### config.mk
export PLATFORM = sky130hd
export DESIGN_NAME = sound_env_gen
export DESIGN_NICKNAME = d
export VERILOG_FILES = /design/src/rtl/sound_env_gen.sv
export SDC_FILE = /design/constraint.sdc
export NUM_CORES = 1
export LEC_CHECK = 0
export ABC_AREA = 1
export CAP_MARGIN = 15
export CORE_MARGIN = 4
export CORE_UTILIZATION = 30
export CTS_CLUSTER_DIAMETER = 120
export DETAILED_ROUTE_END_ITERATION = 6
export PLACE_DENSITY = 0.57
export SETUP_SLACK_MARGIN = 0.4
export SLEW_MARGIN = 20
export SYNTH_ARGS = -nofsm -noshare
export SYNTH_HDL_FRONTEND = slang
export SYNTH_SLANG_ARGS = --single-unit
### constraint.sdc
create_clock -name clk -period 2.15 [get_ports clk]
set_input_delay 0.43 -clock clk [delete_from_list [all_inputs] [get_ports clk]]
set_output_delay 0.43 -clock clk [all_outputs]
set_load 0.005 [all_outputs]
### src/rtl/sound_env_gen.sv
// Synchronous volume envelope for square/noise channels.
// Steps target_vol once every N env_ticks until it saturates.
module sound_env_gen #(
  parameter int VOL_W = 4,
  parameter int PER_W = 3
) (
  input  logic             clk,
  input  logic             rst_n,
  input  logic             env_tick,
  input  logic             trigger,
  input  logic [VOL_W-1:0] initial_volume,
  input  logic             envelope_increasing,
  input  logic [PER_W-1:0] num_envelope_sweeps,
  output logic [VOL_W-1:0] target_vol,
  output logic             env_active,
  output logic             dac_en
);

  localparam logic [VOL_W-1:0] VMAX = '1;
  localparam logic [VOL_W-1:0] VZERO = '0;
  localparam logic [PER_W-1:0] PONE = 1;
  localparam logic [PER_W-1:0] PZERO = '0;

  localparam logic [1:0] IDLE = 2'd0;
  localparam logic [1:0] RUN  = 2'd1;
  localparam logic [1:0] DONE = 2'd2;

  logic [1:0]       state;
  logic [PER_W-1:0] timer;
  logic [VOL_W-1:0] step_vol;
  logic             init_lim;
  logic             cur_lim;
  logic             step_lim;
  logic             run_next;

  always_comb begin
    init_lim = envelope_increasing ? (initial_volume == VMAX)
                                   : (initial_volume == VZERO);
    cur_lim  = envelope_increasing ? (target_vol == VMAX)
                                   : (target_vol == VZERO);
    step_vol = envelope_increasing ? target_vol + 1'b1
                                   : target_vol - 1'b1;
    step_lim = envelope_increasing ? (step_vol == VMAX)
                                   : (step_vol == VZERO);
    run_next = (num_envelope_sweeps != PZERO) && !init_lim;
  end

  always_ff @(posedge clk or negedge rst_n) begin
    if (!rst_n) begin
      state      <= IDLE;
      timer      <= PZERO;
      target_vol <= VZERO;
      env_active <= 1'b0;
      dac_en     <= 1'b0;
    end else begin
      dac_en <= (initial_volume != VZERO) | envelope_increasing;
      // trigger takes priority; a coincident tick is dropped
      if (trigger) begin
        target_vol <= initial_volume;
        timer      <= num_envelope_sweeps;
        state      <= run_next ? RUN : DONE;
        env_active <= run_next;
      end else if (state == RUN && env_tick) begin
        if (timer > PONE) begin
          timer <= timer - PONE;
        end else if (num_envelope_sweeps == PZERO || cur_lim) begin
          state      <= DONE;
          env_active <= 1'b0;
        end else begin
          timer      <= num_envelope_sweeps;
          target_vol <= step_vol;
          if (step_lim) begin
            state      <= DONE;
            env_active <= 1'b0;
          end
        end
      end
    end
  end

endmodule
==> impl_metrics.prom, run 1 <==
# TYPE chip_impl_metric gauge
chip_impl_metric{name="globalRouteOverflowTotal",unit=""} 0
chip_impl_info{name="hold_path.class",value="in -> async"} 1
chip_impl_metric{name="die-area",unit="um2"} 3781
chip_impl_info{name="grt_setup_unrepaired",value="no"} 1
chip_impl_metric{name="whs",unit="ns"} 0.4827
chip_impl_metric{name="syn_to_final_growth",unit="%"} 38.05
chip_impl_metric{name="floorplan.initialDensity",unit="%"} 31.40
chip_impl_metric{name="io_pins",unit=""} 18
chip_impl_info{name="setup.worst_path.end_class",value="output port"} 1
chip_impl_metric{name="core_region_area",unit="um2"} 2734
chip_impl_info{name="synth.top_cells.by_count",value="sky130_fd_sc_hd__nand2_1, sky130_fd_sc_hd__nand3_1, sky130_fd_sc_hd__inv_1"} 1
chip_impl_metric{name="postSynthAreaPerCell",unit="um2"} 6.922
chip_impl_metric{name="post-route-worst-setup-slack",unit="ns"} 0.4679
chip_impl_info{name="root_buffer",value="sky130_fd_sc_hd__clkbuf_4"} 1
chip_impl_metric{name="synth_warnings",unit=""} 0
chip_impl_metric{name="via_count_of_the_first_global_routing_pass",unit=""} 882
chip_impl_metric{name="critPathMaxStageDelay",unit="ns"} 0.53
chip_impl_metric{name="grt_max_degree",unit=""} 11
chip_impl_metric{name="post_dp_cell_area",unit="um2"} 1097
chip_impl_metric{name="buffers_from_clock_root_to_sink_at_most",unit=""} 2
chip_impl_metric{name="placement.setup.worst_slack",unit="ns"} -0.01793
chip_impl_metric{name="synth.ff_latch_count",unit=""} 10
chip_impl_info{name="timing.critical_path.max_delay_family",value="buffers and inverters"} 1
chip_impl_metric{name="finClkSkew",unit="ns"} 0.001280
chip_impl_metric{name="wire_length_of_the_first_global_routing_pass",unit="um"} 3636
chip_impl_metric{name="drc",unit=""} 0
chip_impl_metric{name="floorplan.die.width",unit="um"} 61.49
chip_impl_metric{name="antenna_found_initial",unit=""} 0
chip_impl_metric{name="critical_path_peak_fanout",unit=""} 6
chip_impl_info{name="worstSetupPathType",value="reg -> out"} 1
chip_impl_metric{name="fmax",unit="MHz"} 594.5
chip_impl_metric{name="grtUsageTotal",unit="%"} 12.82
chip_impl_metric{name="power_density",unit="nW/um2"} 1158
chip_impl_info{name="synth.top_cells.by_area",value="sky130_fd_sc_hd__dfrtp_1, sky130_fd_sc_hd__nand2_1, sky130_fd_sc_hd__ha_1, sky130_fd_sc_hd__nand3_1, sky130_fd_sc_hd__inv_1"} 1
chip_impl_metric{name="fp-row-count",unit=""} 19
chip_impl_metric{name="synth_async_reset_ratio",unit="%"} 100.0
chip_impl_metric{name="totalNegativeSetupSlack",unit="ns"} 0
chip_impl_metric{name="maxcap_violations",unit=""} 0
chip_impl_info{name="ys_dominant_reg_cell",value="sky130_fd_sc_hd__dfrtp_1"} 1
chip_impl_metric{name="power.ir.vdd_worst",unit="mV"} 0.5956
chip_impl_metric{name="leakagePower",unit="nW"} 0.5877
chip_impl_info{name="yosys.cell_count.top_type",value="sky130_fd_sc_hd__nand2_1"} 1
chip_impl_metric{name="crit_arrival",unit="ns"} 1.25
chip_impl_info{name="cp_cell_sequence",value="clkdlybuf4s50_1"} 1
chip_impl_metric{name="hold_buffers",unit=""} 0
chip_impl_metric{name="port_buffers",unit=""} 17
chip_impl_metric{name="detail_route.first_pass.iterations",unit=""} 4
chip_impl_info{name="run_status",value="complete, no violations"} 1
chip_impl_metric{name="gpl.final_weighted_congestion",unit=""} 0.8842
chip_impl_metric{name="worst-path-buf-inv",unit=""} 1
chip_impl_info{name="slowest_stage",value="sky130_fd_sc_hd__clkdlybuf4s50_1"} 1
chip_impl_metric{name="synth_enable_flop_cells",unit=""} 0
chip_impl_metric{name="routed_wl",unit="um"} 2114
chip_impl_metric{name="cts_num_sinks",unit=""} 10
chip_impl_metric{name="drtAntennaViolNets",unit=""} 0
chip_impl_metric{name="post_synth_inst_count",unit=""} 124
chip_impl_metric{name="placedCellCount",unit=""} 176
chip_impl_metric{name="area_of_the_mapped_netlist",unit="um2"} 858.3
chip_impl_metric{name="finalCoreUtilization",unit="%"} 43.34
chip_impl_metric{name="vias",unit=""} 902
chip_impl_metric{name="detail_route.wl_per_cell",unit="um"} 11.55
chip_impl_metric{name="hold_viol",unit=""} 0
chip_impl_metric{name="post_layout_nonfiller_instances",unit=""} 183
chip_impl_metric{name="hpwl_dp",unit="um"} 1709
chip_impl_metric{name="final_nets",unit=""} 172
chip_impl_metric{name="cts.reportedPaths.clkPinSlew",unit="ns"} 0.07
chip_impl_metric{name="power",unit="mW"} 1.372
chip_impl_metric{name="post_route_cells_drive_above_1_share",unit="%"} 18.42
chip_impl_metric{name="setup_violations",unit=""} 0
chip_impl_metric{name="mean_number_of_vias_per_cell",unit=""} 4.929
chip_impl_metric{name="worst-endpoint-required",unit="ns"} 1.72
chip_impl_metric{name="yosys.cell_types.count",unit=""} 23
chip_impl_metric{name="cts_htree_levels",unit=""} 1
chip_impl_metric{name="clock_buffer_count_from_cts",unit=""} 3
chip_impl_info{name="timing.critical_path.from_type",value="register"} 1
chip_impl_metric{name="finish.instance_area",unit="um2"} 1185
chip_impl_metric{name="die_h",unit="um"} 61.49
chip_impl_metric{name="synth_nets",unit=""} 143
chip_impl_metric{name="final_min_period_over_clock_period",unit="%"} 78.24
chip_impl_metric{name="fillers",unit=""} 279
chip_impl_metric{name="num_antenna_cells",unit=""} 0
chip_impl_info{name="cts_tree",value="built"} 1
chip_impl_metric{name="timing.final.max_slew_violations",unit=""} 0
chip_impl_metric{name="slew-limit-headroom",unit="%"} 68.70
chip_impl_metric{name="synth_sequential_area_ratio",unit="%"} 29.15
chip_impl_metric{name="drt_first_iter_violations",unit=""} 14
chip_impl_metric{name="post-route-min-period",unit="ns"} 1.682
chip_impl_metric{name="synth_top_area_share",unit="%"} 29.15
chip_impl_info{name="synth_top_cell_by_area",value="sky130_fd_sc_hd__dfrtp_1"} 1
chip_impl_metric{name="clkLatencyLatePin",unit="ns"} 0.26
chip_impl_metric{name="tightestPinTransition",unit="ns"} 0.4680
==> power breakdown <==
part           leakage, nW  switching [mW]  internal [mW]
clock network       0.0210          0.0686          0.103
logic                0.452           0.421          0.397
registers            0.115           0.109          0.273
==> timing repair <==
action / in CTS / in global routing
pin swaps: 3 / 0
endpoints found under the setup margin: 4 / 4
setup buffers: 0 / 3
resized for setup: 5 / 1
==> sequential cells by signal, indices dropped and copies added, names as in the netlist <==
register	cells
timer	3
target_vol	4
state	1
env_active	1
dac_en	1
==> kinds of logic (layout without fill, tap and decap cells) <==
group           Yosys count  count (layout)  share of synthesized area, %
compound gates           14              14                         10.35
fa+ha+maj                 7               7                         11.08
simple gates             75              75                         40.67
flops                    10              10                         29.15
buf+inv                  17              45                         7.727
xor+xnor                  1               1                         1.021
==> per-layer routing <==
metal	GRT usage, %	wire, um	vias up
met5	0	0	-
li1	-	-	451
met3	2.306	109	4
met4	5.455	25	0
met2	22.72	1035	22
met1	14.99	944	425
==> cell type report <==
cell class / count / area, um2 / area share [%]
Multi-Input combinational cell: 97 / 569.3 / 48.05
Timing Repair Buffer: 24 / 221.5 / 18.69
Tap cell: 31 / 38.79 / 3.273
Sequential cell: 10 / 252.7 / 21.33
Clock buffer: 4 / 36.28 / 3.062
Inverter: 17 / 66.31 / 5.597
==> worst paths after layout <==
| check | startpoint | endpoint | slack [ns] | cells past startpoint |
|---|---|---|---|---|
| min | rst_n | env_active$_DFFE_PN0P_ | 0.48 | 1 |
| max reg2reg | target_vol[1]$_DFFE_PN0P_ | env_active$_DFFE_PN0P_ | 0.55 | 9 |
| max | target_vol[1]$_DFFE_PN0P_ | target_vol[1] | 0.47 | 1 |
| max in group asynchronous | rst_n | target_vol[0]$_DFFE_PN0P_ | 1.32 | 1 |
| min in group clk | state[1]$_DFFE_PN0P_ | state[1]$_DFFE_PN0P_ | 0.49 | 2 |
| min reg2reg | state[1]$_DFFE_PN0P_ | state[1]$_DFFE_PN0P_ | 0.49 | 2 |
==> placed cells by master (no fill, tap or decap), drive strengths merged, types with 4 or more instances in the layout <==
cell type and count:
nand2 48, clkbuf 4, ha 6, clkdlybuf4s50 16, inv 16, nor2 11
o21ai 10, buf 7, dfrtp 10, nand3 15
(Power assumes the default switching activity.)
==> inputs of run 2 (changes only) <==
clock period = 1.64 ns   (was 2.15 ns; I/O delays follow)
==> run 2 against run 1 <==
Sequential cell count is the same; worst hold slack lost 0.097 ns; final cell count grew 6.6%; non-clock buffer count grew 12; largest cell class unchanged; first-iteration DRC count grew 110%; routed wire length grew 13%.
==> impl_metrics.prom, run 2 (same netlist as run 1, synthesis figures left out) <==
# TYPE chip_impl_metric gauge
chip_impl_metric{name="detail_route.first_pass.iterations",unit=""} 4
chip_impl_info{name="most_common_library_cell_in_the_layout_ignoring_fill_and_taps",value="sky130_fd_sc_hd__nand2_1"} 1
chip_impl_metric{name="post_route_cells_drive_above_1_share",unit="%"} 43.90
chip_impl_metric{name="hold_viol",unit=""} 0
chip_impl_metric{name="finish.instance_area",unit="um2"} 1406
chip_impl_metric{name="num_antenna_cells",unit=""} 0
chip_impl_info{name="grt_setup_unrepaired",value="yes"} 1
chip_impl_metric{name="finClkSkew",unit="ns"} 0.006332
chip_impl_metric{name="final_nets",unit=""} 184
chip_impl_metric{name="gpl.final_weighted_congestion",unit=""} 0.8504
chip_impl_metric{name="reg2reg_setup_slack",unit="ns"} 0.11
chip_impl_metric{name="drt_first_iter_violations",unit=""} 30
chip_impl_metric{name="io_pins",unit=""} 18
chip_impl_metric{name="power_density",unit="nW/um2"} 1641
chip_impl_metric{name="leakagePower",unit="nW"} 0.6622
chip_impl_metric{name="grtUsageTotal",unit="%"} 13.83
chip_impl_info{name="r2r_start",value="target_vol[2]$_DFFE_PN0P_"} 1
chip_impl_metric{name="via_count_of_the_first_global_routing_pass",unit=""} 897
chip_impl_metric{name="die_h",unit="um"} 61.49
chip_impl_info{name="root_buffer",value="sky130_fd_sc_hd__clkbuf_4"} 1
chip_impl_metric{name="timing.final.max_slew_violations",unit=""} 0
chip_impl_metric{name="power.ir.vdd_worst",unit="mV"} 0.9593
chip_impl_metric{name="post-route-min-period",unit="ns"} 1.528
chip_impl_info{name="largest_registers",value="target_vol (4), timer (3)"} 1
chip_impl_info{name="setup.worst_path.start",value="target_vol[2]$_DFFE_PN0P_"} 1
chip_impl_metric{name="crit_arrival",unit="ns"} 1.67
chip_impl_metric{name="buffers_from_clock_root_to_sink_at_most",unit=""} 2
chip_impl_info{name="slowest_stage",value="sky130_fd_sc_hd__dfrtp_1"} 1
chip_impl_metric{name="cts.reportedPaths.clkPinSlew",unit="ns"} 0.07
chip_impl_metric{name="final_min_period_over_clock_period",unit="%"} 93.20
chip_impl_info{name="hold_path.class",value="in -> async"} 1
chip_impl_metric{name="critical_path_peak_fanout",unit=""} 4
chip_impl_metric{name="vias",unit=""} 929
chip_impl_metric{name="worst-path-buf-inv",unit=""} 1
chip_impl_metric{name="fmax",unit="MHz"} 654.2
chip_impl_info{name="timing.critical_path.max_delay_family",value="flip-flops"} 1
chip_impl_info{name="cp_cell_sequence",value="ha_4 > nand2_2 > buf_4 > a21oi_2 > nand3_2 > nand3_2 > nand2_2 > nand2_1 > nand2_1"} 1
chip_impl_metric{name="floorplan.die.width",unit="um"} 61.49
chip_impl_metric{name="mean_number_of_vias_per_cell",unit=""} 4.764
chip_impl_metric{name="maxcap_violations",unit=""} 0
chip_impl_metric{name="routed_wl",unit="um"} 2392
chip_impl_metric{name="max_ffs_per_register",unit=""} 4
chip_impl_metric{name="hpwl_dp",unit="um"} 1769
chip_impl_metric{name="slew-limit-headroom",unit="%"} 67.94
chip_impl_metric{name="wire_length_of_the_first_global_routing_pass",unit="um"} 3898
chip_impl_metric{name="clkLatencyLatePin",unit="ns"} 0.26
chip_impl_metric{name="cts_htree_levels",unit=""} 1
chip_impl_metric{name="post-route-worst-setup-slack",unit="ns"} 0.1115
chip_impl_metric{name="placement.setup.worst_slack",unit="ns"} -0.4439
chip_impl_metric{name="critPathMaxStageDelay",unit="ns"} 0.44
chip_impl_metric{name="power",unit="mW"} 2.308
chip_impl_metric{name="fp-row-count",unit=""} 19
chip_impl_metric{name="tightestPinTransition",unit="ns"} 0.4794
chip_impl_metric{name="detail_route.wl_per_cell",unit="um"} 12.27
chip_impl_metric{name="core_region_area",unit="um2"} 2734
chip_impl_metric{name="cts_num_sinks",unit=""} 10
chip_impl_metric{name="floorplan.initialDensity",unit="%"} 31.40
chip_impl_info{name="run_status",value="complete, no violations"} 1
chip_impl_info{name="worstSetupPathType",value="reg -> reg"} 1
chip_impl_info{name="timing.critical_path.from_type",value="register"} 1
chip_impl_metric{name="post_dp_cell_area",unit="um2"} 1155
chip_impl_info{name="top_register",value="target_vol"} 1
chip_impl_metric{name="drtAntennaViolNets",unit=""} 0
chip_impl_metric{name="syn_to_final_growth",unit="%"} 63.85
chip_impl_metric{name="globalRouteOverflowTotal",unit=""} 0
chip_impl_metric{name="setup_violations",unit=""} 0
chip_impl_info{name="cts_tree",value="built"} 1
chip_impl_metric{name="antenna_found_initial",unit=""} 0
chip_impl_metric{name="grt_max_degree",unit=""} 11
chip_impl_metric{name="worst-endpoint-required",unit="ns"} 1.78
chip_impl_metric{name="drc",unit=""} 0
chip_impl_metric{name="port_buffers",unit=""} 17
chip_impl_metric{name="clock_buffer_count_from_cts",unit=""} 3
chip_impl_metric{name="die-area",unit="um2"} 3781
chip_impl_info{name="top_library_cells_by_usage_in_the_layout_fill_and_taps_aside",value="sky130_fd_sc_hd__nand2_1, sky130_fd_sc_hd__nand2_2, sky130_fd_sc_hd__nand3_1, sky130_fd_sc_hd__buf_4, sky130_fd_sc_hd__clkdlybuf4s50_1"} 1
chip_impl_info{name="setup.worst_path.end_class",value="register"} 1
==> run 2: repair_timing <==
item | in CTS | in global routing
buffers inserted | 5 | 7
endpoints found under the setup margin | 15 | 13
hold buffers | 0 | 0
pin swaps | 20 | 16
cloned | 0 | 0
resized for setup | 38 | 25
==> run 2: path summary, 6_finish.rpt <==
path	cells past startpoint	end
min in group clk	2	state[1]$_DFFE_PN0P_
min	1	timer[0]$_DFFE_PN0P_
max in group asynchronous	1	target_vol[0]$_DFFE_PN0P_
max reg2reg	9	env_active$_DFFE_PN0P_
max	9	env_active$_DFFE_PN0P_
min reg2reg	2	state[1]$_DFFE_PN0P_
==> run 2: cell type report <==
type | instances | area [um2]
Fill cell | 274 | 1328
Multi-Input combinational cell | 97 | 683.2
Timing Repair Buffer | 36 | 334.1
Sequential cell | 10 | 252.7
Inverter | 17 | 71.32
Tap cell | 31 | 38.79
Clock buffer | 4 | 26.28
==> run 2: layer usage <==
| layer | track usage (%) | wire [um] | part of all wire [%] | vias to the layer above |
|---|---|---|---|---|
| li1 | - | - | - | 479 |
| met1 | 16.98 | 1071 | 45 | 428 |
| met2 | 24.36 | 1191 | 50 | 17 |
| met4 | 5.455 | 43 | 1.8 | 0 |
| met5 | 0 | 0 | 0 | - |
| met3 | 1.677 | 86 | 3.6 | 5 |
==> run 2: where the power goes <==
part	total (mW)	switching, mW	internal (mW)
registers	0.469	0.112	0.357
logic	1.66	0.817	0.843
clock network	0.179	0.0853	0.0940
==> run 2: metrics by stage <==
stage / TNS [ns] / hold WS [ns] / cells / util, %
6_report: 0 / 0.3857 / 195 / 51.44
5_1_grt: -0.01409 / 0.4260 / 195 / 51.44
4_1_cts: 0 / 0.4037 / 188 / 47.09
3_5_place_dp: -1.991 / 0.4661 / 179 / 42.24
3_3_place_gp: -1.714 / 0.4613 / 179 / 42.24
2_1_floorplan: 0 / 0.03241 / 124 / -
==> inputs of run 3 (changes only) <==
DONT_BUFFER_PORTS = 1   (was not set)
PLACE_DENSITY = 0.49   (was 0.57)
clock period = 1.7 ns   (was 1.64 ns; I/O delays follow)
==> run 3 against run 2 <==
Via count shrank 15%; final cell count shrank 16%; routed wire length shrank 12%; sequential share of layout area grew 5.1 points; die area is the same; highest routed layer unchanged; largest power group unchanged; clock-buffer cell count is the same; sequential power grew 1%; utilization shrank 11 points; worst hold slack lost 0.16 ns; total power shrank 21%.
==> impl_metrics.prom, run 3 (same netlist as run 1, synthesis figures left out) <==
# TYPE chip_impl_metric gauge
chip_impl_metric{name="finClkSkew",unit="ns"} 0.001375
chip_impl_metric{name="placedCellCount",unit=""} 156
chip_impl_metric{name="leakagePower",unit="nW"} 0.5210
chip_impl_metric{name="finish.instance_area",unit="um2"} 1102
chip_impl_metric{name="cts_num_sinks",unit=""} 10
chip_impl_metric{name="reg2reg_setup_slack",unit="ns"} 0.14
chip_impl_metric{name="hold_viol",unit=""} 0
chip_impl_metric{name="wire_length_of_the_first_global_routing_pass",unit="um"} 3415
chip_impl_metric{name="fp-row-count",unit=""} 19
chip_impl_metric{name="finalCoreUtilization",unit="%"} 40.32
chip_impl_metric{name="syn_to_final_growth",unit="%"} 28.43
chip_impl_metric{name="clkLatencyLatePin",unit="ns"} 0.26
chip_impl_info{name="top_library_cells_by_usage_in_the_layout_fill_and_taps_aside",value="sky130_fd_sc_hd__nand2_1, sky130_fd_sc_hd__nand2_2, sky130_fd_sc_hd__nand3_1"} 1
chip_impl_metric{name="floorplan.die.width",unit="um"} 61.49
chip_impl_metric{name="grt_max_degree",unit=""} 11
chip_impl_metric{name="post_route_cells_drive_above_1_share",unit="%"} 37.59
chip_impl_metric{name="setup_violations",unit=""} 0
chip_impl_info{name="cp_cell_sequence",value="fa_2 > nand2_2 > nand2_2 > nor2_2 > nand3_2 > nand3_2 > nand2_2 > nand2_1 > nand2_1"} 1
chip_impl_metric{name="drtAntennaViolNets",unit=""} 0
chip_impl_metric{name="routed_wl",unit="um"} 2105
chip_impl_info{name="timing.critical_path.max_delay_family",value="simple AND/OR/NAND/NOR gates"} 1
chip_impl_metric{name="power.ir.vdd_worst",unit="mV"} 1.092
chip_impl_metric{name="num_antenna_cells",unit=""} 0
chip_impl_metric{name="post-route-worst-setup-slack",unit="ns"} 0.1415
chip_impl_info{name="largest_registers",value="target_vol (4), timer (3)"} 1
chip_impl_metric{name="post-route-min-period",unit="ns"} 1.558
chip_impl_info{name="run_status",value="complete, no violations"} 1
chip_impl_metric{name="worst-path-buf-inv",unit=""} 0
chip_impl_info{name="setup.worst_path.end_class",value="register"} 1
chip_impl_metric{name="detail_route.first_pass.iterations",unit=""} 4
chip_impl_metric{name="die-area",unit="um2"} 3781
chip_impl_metric{name="hpwl_dp",unit="um"} 1714
chip_impl_metric{name="final_nets",unit=""} 153
chip_impl_metric{name="cts.reportedPaths.clkPinSlew",unit="ns"} 0.07
chip_impl_metric{name="slew-limit-headroom",unit="%"} 67.74
chip_impl_metric{name="fillers",unit=""} 277
chip_impl_metric{name="max_ffs_per_register",unit=""} 4
chip_impl_metric{name="placement.setup.worst_slack",unit="ns"} 0.1174
chip_impl_metric{name="detail_route.wl_per_cell",unit="um"} 12.84
chip_impl_info{name="top_register",value="target_vol"} 1
chip_impl_metric{name="cts_htree_levels",unit=""} 1
chip_impl_metric{name="vias",unit=""} 790
chip_impl_metric{name="drc",unit=""} 0
chip_impl_metric{name="fmax",unit="MHz"} 641.7
chip_impl_metric{name="critPathMaxStageDelay",unit="ns"} 0.47
chip_impl_metric{name="die_h",unit="um"} 61.49
chip_impl_metric{name="totalNegativeSetupSlack",unit="ns"} 0
chip_impl_info{name="timing.critical_path.mode_cell",value="sky130_fd_sc_hd__nand2_2"} 1
chip_impl_metric{name="whs",unit="ns"} 0.2248
chip_impl_info{name="most_common_library_cell_in_the_layout_ignoring_fill_and_taps",value="sky130_fd_sc_hd__nand2_1"} 1
chip_impl_metric{name="post_dp_cell_area",unit="um2"} 934.6
chip_impl_metric{name="final_min_period_over_clock_period",unit="%"} 91.67
chip_impl_info{name="hold_path.class",value="in -> reg"} 1
chip_impl_metric{name="clock_buffer_count_from_cts",unit=""} 3
chip_impl_metric{name="grtUsageTotal",unit="%"} 12.42
chip_impl_metric{name="tightestPinTransition",unit="ns"} 0.4823
chip_impl_metric{name="io_pins",unit=""} 18
chip_impl_metric{name="post_layout_nonfiller_instances",unit=""} 164
chip_impl_metric{name="core_region_area",unit="um2"} 2734
chip_impl_metric{name="power",unit="mW"} 1.822
chip_impl_info{name="worstSetupPathType",value="reg -> reg"} 1
chip_impl_info{name="cts_tree",value="built"} 1
chip_impl_metric{name="mean_number_of_vias_per_cell",unit=""} 4.817
chip_impl_info{name="timing.critical_path.from_type",value="register"} 1
chip_impl_metric{name="crit_arrival",unit="ns"} 1.71
chip_impl_metric{name="port_buffers",unit=""} 0
chip_impl_metric{name="power_density",unit="nW/um2"} 1653
chip_impl_metric{name="timing.final.max_slew_violations",unit=""} 0
chip_impl_metric{name="maxcap_violations",unit=""} 0
chip_impl_info{name="slowest_stage",value="sky130_fd_sc_hd__dfrtp_2"} 1
chip_impl_metric{name="floorplan.initialDensity",unit="%"} 31.40
chip_impl_info{name="grt_setup_unrepaired",value="yes"} 1
chip_impl_metric{name="critical_path_peak_fanout",unit=""} 6
chip_impl_metric{name="drt_first_iter_violations",unit=""} 22
chip_impl_metric{name="via_count_of_the_first_global_routing_pass",unit=""} 741
chip_impl_metric{name="globalRouteOverflowTotal",unit=""} 0
chip_impl_metric{name="buffers_from_clock_root_to_sink_at_most",unit=""} 2
chip_impl_metric{name="worst-endpoint-required",unit="ns"} 1.85
chip_impl_metric{name="antenna_found_initial",unit=""} 0
chip_impl_info{name="root_buffer",value="sky130_fd_sc_hd__clkbuf_4"} 1
chip_impl_metric{name="gpl.final_weighted_congestion",unit=""} 0.7917
run 3: cell types whose count changed in the layout (fill, tap and decap cells not counted), sizes merged:
cell           change
clkdlybuf4s15      -2
dlygate4sd3        +1
clkbuf             -1
buf               -17
clkdlybuf4s50     -10
dlygate4sd2        -2
run 3: final timing paths:
check,startpoint,to,cells after the start
max in group asynchronous,rst_n,target_vol[1]$_DFFE_PN0P_,1
worst min-delay path,initial_volume[0],dac_en$_DFF_PN0_,2
worst max register to register,target_vol[1]$_DFFE_PN0P_,env_active$_DFFE_PN0P_,9
worst max-delay path,target_vol[1]$_DFFE_PN0P_,env_active$_DFFE_PN0P_,9
worst min register to register,state[1]$_DFFE_PN0P_,state[1]$_DFFE_PN0P_,2
min in group asynchronous,rst_n,dac_en$_DFF_PN0_,1
run 3: cell type report:
class,instances,area (um2),area share (%)
Timing Repair Buffer,5,47.55,4.313
Sequential cell,10,254.0,23.04
Inverter,17,66.31,6.016
Multi-Input combinational cell,97,659.4,59.82
Clock buffer,4,36.28,3.292
Tap cell,31,38.79,3.519
run 3: timing repair:
item                                    4_1_cts  5_1_grt
hold buffers                                  1        0
gates resized for setup                      14       20
pin swaps                                    13       13
buffers inserted                              3        0
endpoints found under the hold margin        10        0
endpoints found under the setup margin        9        9
run 3: power by group:
group	internal (mW)	switching, mW	total (mW)	leakage (nW)
Clock	0.130	0.0853	0.215	0.0210
Combinational	0.488	0.644	1.13	0.386
Sequential	0.347	0.127	0.474	0.114
run 3: routing by layer:
| layer | vias up | share of wire [%] | track usage [%] |
|---|---|---|---|
| met5 | - | 0 | 0 |
| met4 | 0 | 0.67 | 2.727 |
| met3 | 2 | 8.4 | 5.660 |
| met2 | 22 | 45 | 18.54 |
| met1 | 350 | 46 | 16.44 |
| li1 | 416 | - | - |
